File: config.mk
export PLATFORM = sky130hd
export DESIGN_NAME = fifo_flat
export DESIGN_NICKNAME = d
export VERILOG_FILES = /design/src/rtl/fifo_pkg.sv /design/src/rtl/fifo_if.sv /design/src/rtl/fifo_mem.sv /design/src/rtl/fifo.sv /design/src/flat_wrapper.sv
export SDC_FILE = /design/constraint.sdc
export NUM_CORES = 1
export LEC_CHECK = 0
export ABC_AREA = 1
export CORE_MARGIN = 2
export CORE_UTILIZATION = 50
export DETAILED_ROUTE_END_ITERATION = 12
export DONT_BUFFER_PORTS = 1
export HOLD_SLACK_MARGIN = 0.15
export PLACE_DENSITY = 0.64
export SETUP_SLACK_MARGIN = 0.2
export SYNTH_ARGS = -nofsm -noshare
export SYNTH_HDL_FRONTEND = slang
export SYNTH_SLANG_ARGS = --single-unit
File: constraint.sdc
create_clock -name wrclk -period 2.2 [get_ports wrclk]
set_clock_uncertainty 0.2 [all_clocks]
set_input_delay 0.33 -clock wrclk [delete_from_list [all_inputs] [get_ports wrclk]]
set_output_delay 0.33 -clock wrclk [all_outputs]
set_load 0.01 [all_outputs]
File: src/rtl/fifo_pkg.sv
// Shared constants for the single-clock FIFO: default geometry and derived depth.
package fifo_pkg;

  localparam int unsigned FIFO_DATA_WIDTH = 8;
  localparam int unsigned FIFO_ADDR_WIDTH = 3;
  localparam int unsigned FIFO_DEPTH      = 1 << FIFO_ADDR_WIDTH;

endpackage : fifo_pkg

File: src/rtl/fifo_if.sv
// Producer/consumer handshake bundle for the FIFO.
// The master drives requests; the slave (the FIFO) returns data and status.
interface fifo_if #(
  parameter int unsigned DATA_WIDTH = fifo_pkg::FIFO_DATA_WIDTH
) ();

  logic                  w_en;
  logic                  r_en;
  logic [DATA_WIDTH-1:0] datain;
  logic [DATA_WIDTH-1:0] dataout;
  logic                  full;
  logic                  empty;

  modport master (
    output w_en,
    output r_en,
    output datain,
    input  dataout,
    input  full,
    input  empty
  );

  modport slave (
    input  w_en,
    input  r_en,
    input  datain,
    output dataout,
    output full,
    output empty
  );

endinterface : fifo_if

File: src/rtl/fifo_mem.sv
// FIFO storage: DEPTH x DATA_WIDTH register array.
// Synchronous write port, asynchronous read port, no reset.
module fifo_mem #(
  parameter int unsigned DATA_WIDTH = 8,
  parameter int unsigned ADDR_WIDTH = 3
) (
  input  logic                  clk,
  input  logic                  we,
  input  logic [ADDR_WIDTH-1:0] waddr,
  input  logic [DATA_WIDTH-1:0] wdata,
  input  logic [ADDR_WIDTH-1:0] raddr,
  output logic [DATA_WIDTH-1:0] rdata
);

  localparam int unsigned DEPTH = 1 << ADDR_WIDTH;

  logic [DATA_WIDTH-1:0] mem_q [DEPTH];

  always_ff @(posedge clk) begin
    if (we) begin
      mem_q[waddr] <= wdata;
    end
  end

  assign rdata = mem_q[raddr];

endmodule : fifo_mem

File: src/rtl/fifo.sv
// Single-clock FIFO: wrap-bit binary pointers, combinational flags from the
// registered pointers, and a registered read-data output.
module fifo
  import fifo_pkg::*;
#(
  parameter int unsigned DATA_WIDTH = FIFO_DATA_WIDTH,
  parameter int unsigned ADDR_WIDTH = FIFO_ADDR_WIDTH
) (
  input  logic  wrclk,
  input  logic  wrst,
  fifo_if.slave bus
);

  localparam int unsigned PTR_W = ADDR_WIDTH + 1;

  logic [PTR_W-1:0]      wr_ptr_q, wr_ptr_d;
  logic [PTR_W-1:0]      rd_ptr_q, rd_ptr_d;
  logic [DATA_WIDTH-1:0] dataout_q, dataout_d;
  logic [DATA_WIDTH-1:0] mem_rdata;
  logic                  full_c;
  logic                  empty_c;
  logic                  wr_acc_c;
  logic                  rd_acc_c;
  logic                  mem_we_c;

  // Status flags: equal pointers mean empty; same address with opposite wrap bit means full.
  always_comb begin
    empty_c = (wr_ptr_q == rd_ptr_q);
    full_c  = (wr_ptr_q[ADDR_WIDTH] != rd_ptr_q[ADDR_WIDTH]) &&
              (wr_ptr_q[ADDR_WIDTH-1:0] == rd_ptr_q[ADDR_WIDTH-1:0]);
  end

  // Requests are judged independently against the pre-edge flags.
  always_comb begin
    wr_acc_c  = 1'b0;
    rd_acc_c  = 1'b0;
    wr_ptr_d  = wr_ptr_q;
    rd_ptr_d  = rd_ptr_q;
    dataout_d = dataout_q;
    mem_we_c  = 1'b0;

    wr_acc_c = bus.w_en && !full_c;
    rd_acc_c = bus.r_en && !empty_c;

    if (wr_acc_c) begin
      wr_ptr_d = wr_ptr_q + PTR_W'(1);
    end
    if (rd_acc_c) begin
      rd_ptr_d  = rd_ptr_q + PTR_W'(1);
      dataout_d = mem_rdata;
    end

    // Keep the array untouched while the block is held in reset.
    mem_we_c = wr_acc_c && wrst;
  end

  always_ff @(posedge wrclk or negedge wrst) begin
    if (!wrst) begin
      wr_ptr_q  <= '0;
      rd_ptr_q  <= '0;
      dataout_q <= '0;
    end else begin
      wr_ptr_q  <= wr_ptr_d;
      rd_ptr_q  <= rd_ptr_d;
      dataout_q <= dataout_d;
    end
  end

  fifo_mem #(
    .DATA_WIDTH (DATA_WIDTH),
    .ADDR_WIDTH (ADDR_WIDTH)
  ) u_mem (
    .clk   (wrclk),
    .we    (mem_we_c),
    .waddr (wr_ptr_q[ADDR_WIDTH-1:0]),
    .wdata (bus.datain),
    .raddr (rd_ptr_q[ADDR_WIDTH-1:0]),
    .rdata (mem_rdata)
  );

  assign bus.dataout = dataout_q;
  assign bus.full    = full_c;
  assign bus.empty   = empty_c;

endmodule : fifo

File: src/flat_wrapper.sv
// flat-port wrapper written by rule: the top's interface ports become plain ports
module fifo_flat import fifo_pkg::*;
#(
  parameter int unsigned DATA_WIDTH = FIFO_DATA_WIDTH,
  parameter int unsigned ADDR_WIDTH = FIFO_ADDR_WIDTH
)
  (wrclk, wrst, bus_w_en, bus_r_en, bus_datain, bus_dataout, bus_full, bus_empty);
  fifo_if #(.DATA_WIDTH(DATA_WIDTH)) bus_i ();
  input  logic wrclk;
  input  logic wrst;
  input wire logic [$bits(bus_i.w_en)-1:0] bus_w_en;
  input wire logic [$bits(bus_i.r_en)-1:0] bus_r_en;
  input wire logic [$bits(bus_i.datain)-1:0] bus_datain;
  output wire logic [$bits(bus_i.dataout)-1:0] bus_dataout;
  output wire logic [$bits(bus_i.full)-1:0] bus_full;
  output wire logic [$bits(bus_i.empty)-1:0] bus_empty;
  assign bus_i.w_en = bus_w_en;
  assign bus_i.r_en = bus_r_en;
  assign bus_i.datain = bus_datain;
  assign bus_dataout = bus_i.dataout;
  assign bus_full = bus_i.full;
  assign bus_empty = bus_i.empty;
  fifo #(.DATA_WIDTH(DATA_WIDTH), .ADDR_WIDTH(ADDR_WIDTH)) u_core (.wrclk(wrclk), .wrst(wrst), .bus(bus_i));
endmodule
* Yosys cells after proc, flatten, opt, wreduce, memory -nomap -nowiden
Memory sizes are Yosys's and may differ from the RTL's. A register that Yosys moved wholly into a read port is not among the register bits.
Cells that the tools add are included.
** Cells by class
- Equality and inequality tests :: 3
- Mux-type cells :: 2
- Reductions and logical operators :: 7
- $add $sub $neg :: 2
** Operators by type and width (number)
- $add 4x1->4 const B :: 2
- $eq 4x4->1 :: 1
- $logic_and 1x1->1 :: 4
- $eq 3x3->1 :: 1
- $logic_not 1->1 :: 3
- $mux 1 :: 2
- $ne 1x1->1 :: 1
** Storage, ports and cells
- Bits in writable memories :: 64
- Input bits :: 12
- Output and inout port bits :: 10
- Word-level logic and storage cells :: 17
- Memories kept :: 1
- Register bits :: 8
** Memories
- u_core.u_mem.mem_q :: words 8, bits a word 8, read ports 1, clocked after Yosys merged registers in 1, write ports 1, line fifo_mem.sv:17 : logic [DATA_WIDTH-1:0] mem_q [DEPTH];

* Logic depth before layout (Yosys ltp)
- Depth in word-level cells :: 7
- Mapped depth :: 11
- Depth with buffers taken out :: 9

* By module
A second synthesis with hierarchy kept.
** Second synthesis, totals
- Cells, all modules :: 399
- Area, all modules :: 3771.1 µm²
** Modules (own cells, without submodules)
- fifo_mem :: cells each 295, area an instance 2890.3 µm², sequential area each 1921.8 µm², times used 1
- fifo :: cells each 104, area an instance 880.8 µm², sequential area each 400.4 µm², times used 1

* Worst setup path before layout
OpenSTA, ideal clock, no wires.
- Path type :: reg-to-reg
- Start :: reg u_core.rd_ptr_q[1]
- End :: mem u_core.u_mem.mem_q[0][0] (enable)
- Period minus slack after synthesis :: 1919 ps
- Data required time :: 1630 ps
- Setup slack :: 281 ps
- Stages on the path, launching flop included :: 7
- Setup time :: 370 ps
- Buffers on the path :: 1
- Arrival :: 1349 ps
- Cell sequence :: dfrtp_1 > buf_4 > nand2_1 > nand2_2 > nand4_2 > nand3_1 > nor2_1
** Between the ends
- Longest elaborated chain between the ends :: 7
** Ends and longest elaborated chain
- from (decl) :: line fifo.sv:17 : logic [PTR_W-1:0] rd_ptr_q, rd_ptr_d;
- from (signal assigned) :: line fifo.sv:64 : rd_ptr_q <= rd_ptr_d;
- $eq 3x3->1 :: line fifo.sv:30 : (wr_ptr_q[ADDR_WIDTH-1:0] == rd_ptr_q[ADDR_WIDTH-1:0]);
- $logic_and 1x1->1 :: line fifo.sv:29 : full_c = (wr_ptr_q[ADDR_WIDTH] != rd_ptr_q[ADDR_WIDTH]) &&
- $logic_not 1->1 :: line fifo.sv:42 : wr_acc_c = bus.w_en && !full_c;
- $logic_and 1x1->1 :: line fifo.sv:42
- $logic_and 1x1->1 :: line fifo.sv:54 : mem_we_c = wr_acc_c && wrst;
- $mux 1 :: line fifo_mem.sv:20 : if (we) begin
- $mux 1 (implied by the code) :: line fifo_mem.sv:21 : mem_q[waddr] <= wdata;
- to (decl) :: line fifo_mem.sv:17
No other way between the ends.

* Worst setup path after layout
- Start :: reg u_core.wr_ptr_q[0]
- End :: out bus_empty
** Between the ends
- Longest elaborated chain between the ends :: 1
** Ends and longest elaborated chain
- from (decl) :: line fifo.sv:16 : logic [PTR_W-1:0] wr_ptr_q, wr_ptr_d;
- from (signal assigned) :: line fifo.sv:63 : wr_ptr_q <= wr_ptr_d;
- $eq 4x4->1 :: line fifo.sv:28 : empty_c = (wr_ptr_q == rd_ptr_q);
- to (decl) :: line flat_wrapper.sv:16 : output wire logic [$bits(bus_i.empty)-1:0] bus_empty;
No other way between the ends.

==> impl_metrics.json <==
{
  "synth_cell_types": 20,
  "internal-power_uw": 2990,
  "fin_crit_ns": 1.93,
  "cp_max_fo": 6,
  "drt-vias-per-instance": 4.93,
  "syn_nets": 412,
  "critPathMaxStageDelay_ns": 0.46,
  "routabilityCongestion": 0.917,
  "hold_viol": 0,
  "std_cell_rows": 31,
  "hold_class": "in2reg",
  "dieWidth_um": 89.9,
  "die_h_um": 89.9,
  "grt_usage_pct": 20.9,
  "outcome": "finished clean",
  "dr_wl_met2_um": 3830,
  "route.detailed.drc": 0,
  "num_vias": 2582,
  "ys_seq_area_share_pct": 63.0,
  "clock_sinks": 80,
  "io_buffer_count": 0,
  "finalSetupTns_ns": 0,
  "start_kind": "flip-flop",
  "setup_viol": 0,
  "drv_slew": 0,
  "grt_pass1_vias": 2596,
  "tightest_slew_ns": 0.750,
  "cts-root-buf": "clkbuf_8",
  "end_kind": "output port",
  "critPathTopFamily": "simple AND/OR/NAND/NOR gates",
  "fillers": 684,
  "antenna_found_initial": 0,
  "netSwitchingPower_uw": 1940,
  "max_cap_violations": 0,
  "critPathMostFrequentCell": "nand2_1",
  "yosysWarnings": 0,
  "clk_latency_ns": 0.35,
  "combPwrFrac_pct": 36.7,
  "synthCells": 398,
  "worstSetupPathType": "reg2out",
  "dp_hpwl_um": 5280,
  "vdd.ir_drop.worst_v": 0.000457,
  "placed_area_um2": 3830,
  "met1_length_um": 3460,
  "leakage_uw": 0.00199,
  "synth_area_leader_cell": "edfxtp_1",
  "drive_gt1_share_pct": 10.6,
  "wl_met3_um": 538,
  "antennaDiodeCount": 0,
  "relSlewSlack_pct": 49.8,
  "timing.final.crit_share_pct": 87.8,
  "htree_levels": 3,
  "cp_cell_sequence": "inv_1, nand2_1, nand2_1, nand2_1, nor2_4",
  "num-nets-final": 434,
  "synth_area_leaders": "edfxtp_1 52%, nand2_1 16%, dfrtp_1 11%, inv_1 7.2%, nand3_1 6.4%",
  "synth_top_area_share_pct": 52.1,
  "ios": 22,
  "swShare_pct": 39.4,
  "final_util_pct": 57.7,
  "power_frac_seq_pct": 42.1,
  "routed_wl_um": 8010,
  "grt_setup_unrepaired": "false",
  "dieArea_um2": 8080,
  "final_cell_area_um2": 4170,
  "p_per_area_nw_per_um2": 1180,
  "syn-cell-area_um2": 3690,
  "overflow": 0,
  "syn_avg_cell_area_um2": 9.27,
  "antenna_left": 0,
  "cts_buffer_depth": 2,
  "ys_seq_elements": 80,
  "numCtsBuffers": 9,
  "slowest_stage": "dfrtp_2",
  "start_util_pct": 51.1,
  "clkSlewWorstSetupHoldPaths_ns": 0.08,
  "highest_layer": "met4",
  "drtPass1Iterations": 5,
  "coreArea_um2": 7210,
  "power_frac_clock_pct": 21.1,
  "drt_iter0_drc": 179,
  "crit_buf_inv": 1,
  "max_freq_ghz": 0.518,
  "wl_per_cell_um": 15.3,
  "cts_tree": "built",
  "grt_max_degree": 34,
  "arrival_ns": 1.40,
  "cp.required_ns": 1.67,
  "grt_pass1_wl_um": 12600,
  "areaGrowthSynthToFinish_pct": 12.9
}
==> metrics by stage <==
| step | hold slack (ns) | std cells | total power [uW] | setup slack [ns] |
|---|---|---|---|---|
| 2_1_floorplan | -0.166 | 398 | 3390 | 0.281 |
| 3_3_place_gp | -0.165 | 497 | 3770 | 0.314 |
| 3_5_place_dp | -0.165 | 497 | 3790 | 0.243 |
| 4_1_cts | 0.276 | 524 | 4890 | 0.207 |
| 5_1_grt | 0.288 | 524 | 5280 | 0.185 |
| 6_report | 0.275 | 524 | 4930 | 0.268 |
==> placed cells by master (no fill, tap or decap), types with 3 or more instances in the layout <==
cell	count
nand2_1	161
inv_1	70
edfxtp_1	64
nand3_1	45
buf_4	13
dfrtp_1	13
dlygate4sd3_1	11
clkbuf_8	9
nor2_1	8
inv_2	4
xor2_1	4
dfrtp_2	3
==> flip-flops by register name, indices dropped and copies added (netlist names) <==
name / count
u_core.bus.dataout: 8
u_core.rd_ptr_q: 4
u_core.u_mem.mem_q: 64
u_core.wr_ptr_q: 4
==> tightest hold or removal path, delay by kind of cell <==
| family | cells | cell delay, ns |
|---|---|---|
| simple gates | 2 | 0.17 |
| buf+inv | 1 | 0.16 |
==> kinds of logic (layout without fill, tap and decap cells) <==
kind of cell | Yosys count | in the layout | synth area share [%]
adders and majority gates | 2 | 2 | 0.678
xor gates and xnor gates | 5 | 5 | 1.19
buffers and inverters | 88 | 115 | 9.91
and+or+nand+nor | 223 | 223 | 25.3
DFF | 80 | 80 | 63.0
==> power by group through the flow <==
stage          registers [uW]  clock network [uW]  logic (uW)
5_1_grt                  2110                1120        2050
2_1_floorplan            2040                   0        1350
4_1_cts                  2070                1060        1770
6_report                 2080                1040        1810
3_3_place_gp             2090                   0        1680
3_5_place_dp             2100                   0        1690
==> layer usage <==
layer / track usage [%] / up-vias
met5: 0 / -
li1: - / 1274
met4: 8.72 / 0
met3: 5.95 / 17
met2: 33.4 / 85
met1: 27.0 / 1206
==> Yosys cell counts <==
master and n:
ha_1 2, nor2_4 1, nand2_2 1, buf_6 2, buf_2 8, inv_2 3
xor2_1 4, edfxtp_1 64, dfrtp_1 16, inv_4 1, nand2_4 2, nor2_2 1
nand3_1 47, inv_1 71, nor2_1 9, clkbuf_1 1, buf_4 2, nand2_1 161
xnor2_1 1, nand4_2 1
==> what timing repair did <==
| action | 4_1_cts | 5_1_grt |
|---|---|---|
| pin swaps | 1 | 2 |
| setup buffers | 0 | 0 |
| hold buffers | 11 | 0 |
| gates resized for setup | 2 | 8 |
| endpoints found under the hold margin | 96 | 0 |
| endpoints found under the setup margin | 2 | 66 |
==> cell type report <==
| type | count | area, um2 | area share (%) |
|---|---|---|---|
| clock inverter | 5 | 57.6 | 1.38 |
| sequential | 80 | 2330 | 55.8 |
| tap | 99 | 124 | 2.97 |
| multi-input combinational | 230 | 1030 | 24.8 |
| timing repair buffer | 24 | 208 | 4.99 |
| inverter | 75 | 284 | 6.82 |
| clock buffer | 11 | 131 | 3.15 |
==> final timing paths <==
kind / endpoint / slack [ns] / start / cells after the start
hold reg to reg: u_core.rd_ptr_q[3] / 0.33 / u_core.rd_ptr_q[3] / 2
setup reg to reg: u_core.u_mem.mem_q[0][2] / 0.38 / u_core.wr_ptr_q[0] / 7
max in group asynchronous: u_core.wr_ptr_q[0] / 1.00 / wrst / 1
setup / recovery: bus_empty / 0.27 / u_core.wr_ptr_q[0] / 5
hold / removal: u_core.u_mem.mem_q[6][6] / 0.27 / wrst / 3
min in group asynchronous: u_core.rd_ptr_q[2] / 0.28 / wrst / 1
(Power assumes the default switching activity.)
